`config.mk`:
```
export PLATFORM = sky130hd
export DESIGN_NAME = pipe_hazard_ctrl
export DESIGN_NICKNAME = d
export VERILOG_FILES = /design/src/rtl/pipe_hazard_ctrl.sv
export SDC_FILE = /design/constraint.sdc
export NUM_CORES = 1
export LEC_CHECK = 0
export ABC_AREA = 1
export BUFFER_PORTS_ARGS = -buffer_cell sky130_fd_sc_hd__buf_2
export CAP_MARGIN = 20
export CORE_MARGIN = 1.5
export CORE_UTILIZATION = 47
export DETAILED_ROUTE_END_ITERATION = 8
export PLACE_DENSITY = 0.85
export SYNTH_ARGS = -nofsm -noshare
export SYNTH_HDL_FRONTEND = slang
export SYNTH_SLANG_ARGS = --single-unit
```
`constraint.sdc`:
```
create_clock -name clk -period 2 [get_ports clk]
set_input_delay 0.6 -clock clk [delete_from_list [all_inputs] [get_ports clk]]
set_output_delay 0.6 -clock clk [all_outputs]
set_load 0.01 [all_outputs]
```
`src/rtl/pipe_hazard_ctrl.sv`:
```
// pipe_hazard_ctrl: stall/flush controller for the 5-stage pipeline.
// Handles load-use stalls, taken-branch squashes and multi-cycle data-memory
// waits, including a bounded wait timer that flags hung DM accesses.
// State and counters update on negedge clk, the same edge as the pipeline
// registers. All outputs are combinational from state and inputs.
//
// Optional feature macro: PIPE_HAZARD_CTRL_PERF_EN adds the stall_cnt and
// flush_cnt performance counters.
//
// Handshake: DM_req is raised whenever the instruction in M accesses DM.
// The access completes in any cycle where DM_req and DM_ready are both 1.
// DM_ready may depend combinationally on DM_req. Until the access completes
// the pipeline is frozen (all register enables 0).
module pipe_hazard_ctrl #(
    parameter int MEM_TIMEOUT = 16
) (
    input  logic        clk,
    input  logic        rst,
    input  logic [4:0]  ID_rs,
    input  logic [4:0]  ID_rt,
    input  logic        EX_MemRead,
    input  logic [4:0]  EX_WR_out,
    input  logic        EX_Branch_taken,
    input  logic        M_MemAccess,
    input  logic        DM_ready,
    output logic        DM_req,
    output logic        PCWrite,
    output logic        IF_IDWrite,
    output logic        ID_EXWrite,
    output logic        EX_MWrite,
    output logic        M_WBWrite,
    output logic        IF_ID_flush,
    output logic        ID_EX_flush,
    output logic        mem_err,
`ifdef PIPE_HAZARD_CTRL_PERF_EN
    output logic [31:0] stall_cnt,
    output logic [31:0] flush_cnt,
`endif
    output logic [1:0]  dbg_state_o
);

    localparam logic [1:0] ST_RUN      = 2'd0;
    localparam logic [1:0] ST_LU_STALL = 2'd1;
    localparam logic [1:0] ST_MEM_WAIT = 2'd2;

    localparam logic [7:0] TIMEOUT_C = 8'(MEM_TIMEOUT);

    logic [1:0] state_q, state_d;
    logic [7:0] wait_cnt_q, wait_cnt_d;
    logic       mem_err_q, mem_err_d;

    logic load_use;
    logic mem_stall;
    logic front_en;   // PC and IF/ID
    logic back_en;    // ID/EX, EX/M, M/WB
    logic if_id_fl;
    logic id_ex_fl;
    logic dm_req_c;

    // Next-state and output decode; priority in RUN is memory wait, then
    // taken branch (which squashes the ID instruction, so any load-use match
    // is moot), then load-use.
    always_comb begin
        state_d    = state_q;
        wait_cnt_d = wait_cnt_q;
        mem_err_d  = mem_err_q;
        front_en   = 1'b1;
        back_en    = 1'b1;
        if_id_fl   = 1'b0;
        id_ex_fl   = 1'b0;
        dm_req_c   = M_MemAccess;

        load_use  = EX_MemRead && (EX_WR_out != 5'd0) &&
                    ((EX_WR_out == ID_rs) || (EX_WR_out == ID_rt));
        mem_stall = M_MemAccess && !DM_ready;

        case (state_q)
            ST_RUN: begin
                if (mem_stall) begin
                    front_en   = 1'b0;
                    back_en    = 1'b0;
                    wait_cnt_d = 8'd1;
                    state_d    = ST_MEM_WAIT;
                end else if (EX_Branch_taken) begin
                    if_id_fl = 1'b1;
                    id_ex_fl = 1'b1;
                end else if (load_use) begin
                    front_en = 1'b0;
                    id_ex_fl = 1'b1;
                    state_d  = ST_LU_STALL;
                end
            end
            ST_LU_STALL: begin
                // The load has reached M; forwarding resolves the dependency.
                if (mem_stall) begin
                    front_en   = 1'b0;
                    back_en    = 1'b0;
                    wait_cnt_d = 8'd1;
                    state_d    = ST_MEM_WAIT;
                end else begin
                    state_d = ST_RUN;
                end
            end
            ST_MEM_WAIT: begin
                // wait_cnt_q holds the number of frozen cycles already spent.
                if (DM_ready) begin
                    wait_cnt_d = 8'd0;
                    state_d    = ST_RUN;
                end else if (wait_cnt_q >= TIMEOUT_C) begin
                    // Give up: release the pipeline; load data is undefined.
                    mem_err_d  = 1'b1;
                    wait_cnt_d = 8'd0;
                    state_d    = ST_RUN;
                end else begin
                    front_en   = 1'b0;
                    back_en    = 1'b0;
                    wait_cnt_d = wait_cnt_q + 8'd1;
                end
            end
            default: begin
                wait_cnt_d = 8'd0;
                state_d    = ST_RUN;
            end
        endcase

        // Reset quiesces everything immediately, abandoning any DM access.
        if (rst) begin
            front_en = 1'b0;
            back_en  = 1'b0;
            if_id_fl = 1'b0;
            id_ex_fl = 1'b0;
            dm_req_c = 1'b0;
        end
    end

    assign DM_req      = dm_req_c;
    assign PCWrite     = front_en;
    assign IF_IDWrite  = front_en;
    assign ID_EXWrite  = back_en;
    assign EX_MWrite   = back_en;
    assign M_WBWrite   = back_en;
    assign IF_ID_flush = if_id_fl;
    assign ID_EX_flush = id_ex_fl;
    assign mem_err     = mem_err_q;
    assign dbg_state_o = state_q;

    // Controller state registers, updated with the pipeline registers.
    always_ff @(negedge clk or posedge rst) begin
        if (rst) begin
            state_q    <= ST_RUN;
            wait_cnt_q <= 8'd0;
            mem_err_q  <= 1'b0;
        end else begin
            state_q    <= state_d;
            wait_cnt_q <= wait_cnt_d;
            mem_err_q  <= mem_err_d;
        end
    end

`ifdef PIPE_HAZARD_CTRL_PERF_EN
    logic [31:0] stall_cnt_q;
    logic [31:0] flush_cnt_q;

    // Performance counters: front-end stall cycles and branch squashes.
    always_ff @(negedge clk or posedge rst) begin
        if (rst) begin
            stall_cnt_q <= 32'd0;
            flush_cnt_q <= 32'd0;
        end else begin
            if (!front_en) stall_cnt_q <= stall_cnt_q + 32'd1;
            if (if_id_fl)  flush_cnt_q <= flush_cnt_q + 32'd1;
        end
    end

    assign stall_cnt = stall_cnt_q;
    assign flush_cnt = flush_cnt_q;
`endif

endmodule

```
==> flow_summary.toml <==
[detailed_routing]
dr.pass1.iters = 8
vias = 1121
wl_um = 3690
drc = 3
avgViaCountPerCell = 5.75
route.detailed.wl_per_inst_um = 18.9
antenna_left = 0
dr.first_iter.drc_count = 52

[worst_setup_path]
cpMostUsedCell = "nand3_2"
cp.required_ps = 1400
r2r-end = "wait_cnt_q[3]$_DFFE_NP0N_"
cp_max_fo = 3
crit_start = "wait_cnt_q[4]$_DFFE_NP0N_"
end_kind = "output pin"
rr_worst_depth = 6
rrSetupSlack_ps = 520
path_cells = "nor2_2 -> nand3_2 -> o21ai_2 -> nand2_1 -> nand3_2 -> nand2_2 -> buf_6"
critPathMaxStageDelay_ps = 370
r2r_start = "dbg_state_o[1]$_DFFE_NP0P_"
cp.arrival_ps = 2470
start_kind = "register"
critPathSlowestCell = "dfrtn_1"
criticalPathCategory = "reg2out"

[floorplan]
pin_count = 32
die_w_um = 44.6
core_area_mm2 = 0.00156
rows = 14
die_area_mm2 = 0.00199
initial_core_util_pct = 52.2
die_h_um = 44.6

[timing]
rsz0062_at_grt = "yes"
tns_ps = -11020
fin_skew_ps = 1.42
finalSetupViolations = 20
hold_viol = 0
slew_violations = 0
worstMarginPinSlew_ps = 308
max-slew-margin-rel_pct = 79.4
setup_slack_ps = -1070

[grt]
track_usage_pct = 33.3
grt_antenna_before_repair = 0
grt_pass1_vias = 1103
grt_pass1_wl_um = 4770
overflow = 0
grt_max_degree = 7

[logic_synthesis]
synth_area_um2 = 813
ys_types = 21
syn_nets = 146
async_flop_share_pct = 100
synth.largest_area_cell = "dfrtn_1"
ys_top_cells_by_area = "dfrtn_1 34%, nand2_1 16%, inv_1 8.3%, nor2_1 7.8%, nand3_1 5.5%"
synth_ff_type = "dfrtn_1"
yosysSeqAreaShare_pct = 33.8
synth_top_cell_area_share_pct = 33.8
synth_area_per_cell_um2 = 6.61
yosys_warnings = 0
synthTopCellsByCount = "34 x nand2_1, 18 x inv_1, 17 x nor2_1"
synth-edff-count = 0
ys_ff_latch = 11
yosysMostFrequentCell = "nand2_1"
synthCells = 123

[min_path]
hp-start = "mem_err$_DFFE_NP0P_"
hold_path_class = "reg2reg"
worstHoldPathCells = 1
holdPathEnd = "mem_err$_DFFE_NP0P_"

[finish]
regArea_um2 = 275
drive_gt1_share_pct = 54.7
multi_input_area_um2 = 514
nFillCells = 78
post-route-util_pct = 89.2
final_nets = 203
diodes = 0
syn2layout_area_growth_pct = 71.1

[place]
place_ws_ps = -696
routabilityCongestion = 0.829
portBuffers = 31
dp_hpwl_um = 1580

[clock_tree]
clockBufferDepth = 2
h-tree-depth = 1
clockRootBuffer = "clkbuf_4"
clock_latency_ps = 280
cts_tree = "done"
ctsHoldBuffers = 0
cts_buffers = 3
clkSinkCount = 11
path_clk_slew_ps = 60

[power]
pwr-share-clk_pct = 23.3
max-vdd-ir-drop_mv = 0.289
pwr-share-seq_pct = 33.5
comb_power_share_pct = 43.2
swShare_pct = 36.4
total_leakage_power_nw = 0.779
p_int_mw = 0.467
switchingPower_mw = 0.268
p_per_area_mw_per_mm2 = 528

[outcome]
status = "finished with violations"
failed_checks = "DRC, setup timing"

[flow_run]
cap_violations = 0
-- layer usage --
layer | wire length [um] | global-route usage, %
met5 | 0 | 0
met2 | 1780 | 62.6
met1 | 1200 | 34.3
met4 | 314 | 19.4
met3 | 390 | 4.49
-- repair_timing --
action                                  in CTS  in global routing
buffers inserted                             7                  4
resized for setup                           24                 15
pin swaps                                    6                  9
endpoints found under the setup margin      19                 19
cloned                                       1                  0
-- cells in the final DEF, fill, tap and decap left out, types with 3 or more instances in the layout --
cell / Yosys / final
nand3_2: 2 / 6
clkbuf_4: 0 / 3
nand2_1: 34 / 28
buf_2: 0 / 23
buf_6: 1 / 12
nand2_4: 0 / 4
nor2_4: 0 / 4
inv_2: 7 / 8
nor2_1: 17 / 10
a21oi_2: 0 / 3
nor2_2: 0 / 3
dfrtn_1: 11 / 11
inv_1: 18 / 16
buf_4: 3 / 18
o21ai_1: 2 / 3
nand3_1: 9 / 5
nand2_2: 4 / 6
-- final cells by class --
cell class | instances | area share [%]
Multi-Input combinational cell | 82 | 37.0
Clock buffer | 4 | 1.89
Timing Repair Buffer | 56 | 32.2
Sequential cell | 11 | 19.8
Tap cell | 16 | 1.44
Inverter | 26 | 7.73
-- metrics by stage --
| step | hold WS (ps) | instance area (um^2) | total power, mW | std cells |
|---|---|---|---|---|
| floorplan | 431 | 872 | 0.368 | 123 |
| global placement | 420 | 1130 | 0.432 | 182 |
| detailed placement | 419 | 1130 | 0.440 | 182 |
| CTS | 422 | 1320 | 0.663 | 193 |
| global route | 475 | 1390 | 0.761 | 195 |
| finish | 448 | 1390 | 0.735 | 195 |
-- worst max-delay path, delay by kind of cell (launching register included) --
kind / cells / cell delay (ps)
DFF: 1 / 370
and+or+nand+nor: 5 / 520
AOI/OAI and AO/OA: 1 / 180
buffers and inverters: 1 / 130
-- logic make-up after synthesis --
group / Yosys count / share of synthesized area [%]
buffers and inverters: 30 / 16.2
AND/OR/NAND/NOR: 69 / 38.6
AO/OA/AOI/OAI: 9 / 6.15
XOR/XNOR: 2 / 2.15
adder cells (fa/ha/maj): 2 / 3.08
flip-flops: 11 / 33.8
-- worst max path at each step --
stage                 endpoint  slack, ps
finish              IF_IDWrite      -1070
global placement     EX_MWrite       -660
global route         M_WBWrite      -1120
floorplan           ID_EXWrite       -700
CTS                  EX_MWrite       -970
detailed placement   M_WBWrite       -700
-- flip-flops by register name, indices dropped and copies added, names as in the netlist --
name,cells
dbg_state_o,2
mem_err,1
wait_cnt_q,8
-- power by group through the flow --
stage          registers (mW)  clock network [mW]  logic [mW]
2_1_floorplan           0.246                   0       0.121
3_3_place_gp            0.246                   0       0.187
3_5_place_dp            0.246                   0       0.193
4_1_cts                 0.243               0.161       0.260
5_1_grt                 0.246               0.183       0.332
6_report                0.246               0.171       0.317
No activity file was read; power rests on OpenSTA's default activity.
